`config.mk`:
```
export PLATFORM = sky130hd
export DESIGN_NAME = instr_encoder
export DESIGN_NICKNAME = d
export VERILOG_FILES = /design/src/rtl/instr_encoder_pkg.sv /design/src/rtl/instr_encoder_imm_pack.sv /design/src/rtl/instr_encoder.sv
export SDC_FILE = /design/constraint.sdc
export NUM_CORES = 1
export LEC_CHECK = 0
export BUFFER_PORTS_ARGS = -buffer_cell sky130_fd_sc_hd__buf_4
export CAP_MARGIN = 20
export CORE_UTILIZATION = 30
export DETAILED_ROUTE_END_ITERATION = 16
export HOLD_SLACK_MARGIN = 0.05
export PLACE_DENSITY = 0.61
export REMOVE_ABC_BUFFERS = 1
export SYNTH_ARGS = -nofsm -noshare
export SYNTH_HDL_FRONTEND = slang
export SYNTH_SLANG_ARGS = --single-unit
```
`constraint.sdc`:
```
create_clock -name clk -period 8.1 [get_ports clk]
set_clock_uncertainty 0.15 [all_clocks]
set_input_delay 1.62 -clock clk [delete_from_list [all_inputs] [get_ports clk]]
set_output_delay 1.62 -clock clk [all_outputs]
set_load 0.01 [all_outputs]
```
`src/rtl/instr_encoder_pkg.sv`:
```
// ============================================================================
// Module   : instr_encoder_pkg
// Purpose  : Shared immediate-format constants, source typedef and field masks
// Revision : 1.0 - initial release
// ============================================================================
`default_nettype none

package instr_encoder_pkg;

  typedef logic [1:0] imm_src_t;

  localparam imm_src_t IMM_I = 2'b00;
  localparam imm_src_t IMM_S = 2'b01;
  localparam imm_src_t IMM_B = 2'b10;
  localparam imm_src_t IMM_J = 2'b11;

  // Instruction bits owned by the immediate in each format
  localparam logic [31:0] C_MASK_I = 32'hFFF0_0000;
  localparam logic [31:0] C_MASK_S = 32'hFE00_0F80;
  localparam logic [31:0] C_MASK_B = 32'hFE00_0F80;
  localparam logic [31:0] C_MASK_J = 32'hFFFF_F000;

endpackage

`default_nettype wire

```
`src/rtl/instr_encoder_imm_pack.sv`:
```
// ============================================================================
// Module   : instr_encoder_imm_pack
// Purpose  : Combinational scatter of an immediate into RISC-V I/S/B/J slots
//            plus a flag telling whether the value fits the format.
// Revision : 1.0 - initial release
// ============================================================================
`default_nettype none

module instr_encoder_imm_pack
  import instr_encoder_pkg::*;
(
  input  logic [31:0] base,
  input  logic [31:0] imm,
  input  imm_src_t    src,
  output logic [31:0] word,
  output logic        in_range
);

  logic [31:0] w_field;
  logic [31:0] w_mask;

  always_comb begin
    w_field  = 32'd0;
    w_mask   = C_MASK_I;
    in_range = 1'b0;
    case (src)
      IMM_I: begin
        w_field  = {imm[11:0], 20'd0};
        w_mask   = C_MASK_I;
        in_range = (&imm[31:11]) | ~(|imm[31:11]);
      end
      IMM_S: begin
        w_field  = {imm[11:5], 13'd0, imm[4:0], 7'd0};
        w_mask   = C_MASK_S;
        in_range = (&imm[31:11]) | ~(|imm[31:11]);
      end
      IMM_B: begin
        w_field  = {imm[12], imm[10:5], 13'd0, imm[4:1], imm[11], 7'd0};
        w_mask   = C_MASK_B;
        in_range = ((&imm[31:12]) | ~(|imm[31:12])) & ~imm[0];
      end
      default: begin
        w_field  = {imm[20], imm[10:1], imm[11], imm[19:12], 12'd0};
        w_mask   = C_MASK_J;
        in_range = ((&imm[31:20]) | ~(|imm[31:20])) & ~imm[0];
      end
    endcase
  end

  assign word = (base & ~w_mask) | w_field;

endmodule

`default_nettype wire

```
`src/rtl/instr_encoder.sv`:
```
// ============================================================================
// Module   : instr_encoder
// Purpose  : Packs immediates into instruction words and streams them out with
//            sequential instruction-memory addresses. Build macro
//            IMM_RANGE_CHECK_EN enables dropping of unencodable requests.
// Revision : 1.0 - initial release
// ============================================================================
`default_nettype none

module instr_encoder
  import instr_encoder_pkg::*;
#(
  parameter logic [31:0] BASE_ADDR = 32'h0000_0000,
  parameter logic [31:0] ADDR_STEP = 32'd4
) (
  input  logic        clk,
  input  logic        reset,
  input  logic        restart,
  input  logic        in_valid,
  output logic        in_ready,
  input  logic [31:0] in_base,
  input  logic [31:0] in_imm,
  input  logic [1:0]  in_src,
  output logic        out_valid,
  input  logic        out_ready,
  output logic [31:0] out_instr,
  output logic [31:0] out_addr,
  output logic        err,
  output logic [15:0] count
);

  logic [31:0] w_word;
  logic        w_in_range;
  logic        w_drop;
  logic        w_accept;
  logic        w_emit;
  logic        w_out_hs;

  logic        r_valid;
  logic [31:0] r_instr;
  logic [31:0] r_addr;
  logic [15:0] r_count;

  instr_encoder_imm_pack u_imm_pack (
    .base     (in_base),
    .imm      (in_imm),
    .src      (in_src),
    .word     (w_word),
    .in_range (w_in_range)
  );

`ifdef IMM_RANGE_CHECK_EN
  assign w_drop = ~w_in_range;
`else
  assign w_drop = w_in_range & 1'b0;
`endif

  assign in_ready = ~restart & (~r_valid | out_ready);
  assign w_accept = in_valid & in_ready;
  assign w_emit   = w_accept & ~w_drop;
  assign w_out_hs = r_valid & out_ready;

  // out_addr is the counter itself: it advances past a word once it is taken
  always_ff @(posedge clk or posedge reset) begin
    if (reset) begin
      r_valid <= 1'b0;
      r_instr <= 32'd0;
      r_addr  <= BASE_ADDR;
      r_count <= 16'd0;
    end else if (restart) begin
      r_valid <= 1'b0;
      r_addr  <= BASE_ADDR;
      r_count <= 16'd0;
    end else begin
      if (w_out_hs) begin
        r_addr  <= r_addr + ADDR_STEP;
        r_count <= r_count + 16'd1;
      end
      if (w_emit) begin
        r_valid <= 1'b1;
        r_instr <= w_word;
      end else if (w_out_hs) begin
        r_valid <= 1'b0;
      end
    end
  end

`ifdef IMM_RANGE_CHECK_EN
  logic r_err;

  always_ff @(posedge clk or posedge reset) begin
    if (reset) begin
      r_err <= 1'b0;
    end else if (restart) begin
      r_err <= 1'b0;
    end else if (w_accept && w_drop) begin
      r_err <= 1'b1;
    end
  end

  assign err = r_err;
`else
  assign err = 1'b0;
`endif

  assign out_valid = r_valid;
  assign out_instr = r_instr;
  assign out_addr  = r_addr;
  assign count     = r_count;

endmodule

`default_nettype wire

```
==> results_dict.tcl <==
set metrics [dict create \
    outcome "finished, final reports clean" \
    antenna_left 0 \
    final_layout_size_suffix_gt1_share_pct 33.4 \
    grt.total_usage_pct 14.8 \
    hold_slack_ns 0.359 \
    antenna_found_initial 0 \
    post-place-ws_ns 3.95 \
    critPathRequiredTime_ns 6.33 \
    synth_xor_xnor_area_share_pct 3.80 \
    n_fill_cell 1272 \
    drv_cap 0 \
    ir_drop_mv 0.0802 \
    fin_crit_sh_pct 51.2 \
    grt_max_degree 80 \
    min_to "out_instr[5]$_DFFE_PP0P_" \
    cts_root_buffer "clkbuf_16" \
    synthSimpleGateAreaFrac_pct 20.6 \
    cts.clk_slew.worst_paths_ns 0.06 \
    yosysSeqAreaShare_pct 50.4 \
    cts_setup_buffers 0 \
    synthTopCellsByArea "dfrtp_1, a21oi_1, mux2_2" \
    setup_viol 0 \
    drt-initial-drc-count 116 \
    die-area_um2 13500 \
    fin_ws_ns 3.95 \
    worstMarginPinSlew_ns 0.711 \
    hold_violations 0 \
    fin_nets 596 \
    clock_latency_ns 0.34 \
    rsz0062_at_grt "false" \
    fin_util_pct 42.4 \
    row_count 41 \
    wl_per_cell_um 13.9 \
    hold_path_depth 1 \
    synth_edf_count 0 \
    synth_top_cell_by_area "dfrtp_1" \
    hold_path_startpoint "out_instr[5]$_DFFE_PP0P_" \
    muxShareOfSynthArea_pct 7.18 \
    ys_warn_count 0 \
    antenna_cells 0 \
    ys.flop_type "dfrtp_1" \
    ys_seq_elements 79 \
    critPathKind "input port to output port" \
    grt_pass1_vias 3219 \
    synthCells 396 \
    multi_input_area_um2 1810 \
    ys_types 42 \
    synth_top_area_share_pct 50.4 \
    r2r_end "out_addr[26]$_DFFE_PP0N_" \
    cts_hold_buf 0 \
    cts_tree "built" \
    critPathCaptureType "output port" \
    synth_compound_area_share_pct 12.2 \
    synth_top_family_by_area "simple AND/OR/NAND/NOR gates" \
    numClockSinks 79 \
    h-tree-depth 3 \
    num_vias 3412 \
    io-pin-count 154 \
    timing.rr.start "out_addr[2]$_DFFE_PP0N_" \
    fin_crit_ns 4.15 \
    setup_tns_ns 0 \
    fmax_mhz 241 \
    powerDensity_nw_per_um2 189 \
    core-area_um2 12700 \
    grt_pass1_wl_um 15400 \
    regArea_um2 1980 \
    dieHeight_um 116 \
    path_max_fanout 55 \
    rr_worst_depth 5 \
    port_buffers 132 \
    async_reset_ff_share_pct 100 \
    syn_area_per_cell_um2 9.90 \
    synthesis.area_um2 3920 \
    rrSetupSlack_ns 5.73 \
    cts.path.max_buffers 2 \
    hp-class "register to register" \
    synthAdderAreaFrac_pct 1.92 \
    routed_wl_um 9670 \
    first_pass_iters 4 \
    cts-resized-gates 0 \
    start_util_pct 30.9 \
    vias_per_cell 4.90 \
    p_leak_nw 2.38 \
    die_width_um 116 \
    drc 0 \
    dp_hpwl_um 6650 \
    critPathArrivalTime_ns 2.38 \
    relSlewSlack_pct 52.6 \
    area_delta_synth_final_pct 37.2 \
    critPathLaunchType "input port" \
    grt_overflow 0 \
    drv_slew 0 \
    routabilityCongestion 0.768 \
    numCtsBuffers 9 \
]
power by group:
part	switching, W	total (W)	leakage [nW]	internal (W)
clock	0.000162	0.000429	0.155	0.000268
sequential	0.0000161	0.000440	1.02	0.000423
combinational	0.0000696	0.000148	1.20	0.0000788
total	0.000248	0.00102	2.38	0.000770
cell type report:
type                            count  share of cell area, %
Sequential cell                    79                   36.8
Tap cell                          172                   4.00
Clock buffer                        9                   4.19
Inverter                            8                  0.582
Multi-Input combinational cell    286                   33.6
Timing Repair Buffer              135                   19.2
Clock inverter                      7                   1.63
cell usage after synthesis, types with 5 or more instances:
cell / instances
a21oi_1: 48
a22oi_1: 5
and3_1: 5
clkbuf_1: 15
dfrtp_1: 79
ha_1: 6
inv_1: 8
mux2_2: 17
mux2i_1: 9
nand2_1: 25
nand3_1: 12
nand4_1: 9
nor2_1: 44
nor2b_1: 9
nor4_1: 6
o21ai_0: 9
o31ai_1: 15
or3_1: 11
or4_1: 16
xnor2_1: 7
xor2_1: 10
stage by stage:
step	total power (W)	area [µm²]	std cells
after floorplan	0.000512	3810	373
after global placement	0.000592	5040	679
after detailed placement	0.000596	5040	679
after CTS	0.00103	5350	695
after global routing	0.00107	5380	696
final	0.00102	5380	696
metal layers:
| metal | GRT usage, % | wire (µm) | vias to the layer above |
|---|---|---|---|
| li1 | - | - | 1673 |
| met1 | 18.6 | 4430 | 1631 |
| met2 | 23.7 | 4480 | 99 |
| met3 | 3.68 | 604 | 9 |
| met4 | 7.01 | 150 | 0 |
| met5 | 0 | 0 | - |
logic make-up after synthesis:
| family | Yosys count |
|---|---|
| flops | 79 |
| compound gates | 82 |
| simple gates | 152 |
| buf+inv | 33 |
| other cells | 1 |
| fa+ha+maj | 6 |
| mux | 26 |
| xor+xnor | 17 |
cell usage in the layout (no fill, tap or decap), drive strengths merged, types with 9 or more instances in the layout:
cell    instances
or3            11
o21ai           9
mux2i           9
dfrtp          79
clkbuf          9
mux2           17
nand4           9
nor2b           9
nand2          26
or4            17
o31ai          15
a21oi          49
buf           135
nor2           44
nand3          12
xor2           10
worst max-delay path, cell delays in order:
cell	delay (ns)
buf_4	0.46
nor2_1	0.11
buf_4	0.17
sequential cells by signal (all words and copies together), names as in the netlist:
name       cells
out_addr      30
count         16
out_valid      1
out_instr     32
worst max-delay path by stage:
stage / startpoint / to / slack (ns)
5_1_grt: restart / in_ready / 3.86
6_report: restart / in_ready / 3.95
4_1_cts: restart / in_ready / 3.95
3_3_place_gp: restart / in_ready / 3.95
2_1_floorplan: out_ready / out_instr[7]$_DFFE_PP0P_ / 2.45
3_5_place_dp: restart / in_ready / 3.95
No activity file was read; power rests on OpenSTA's default activity.
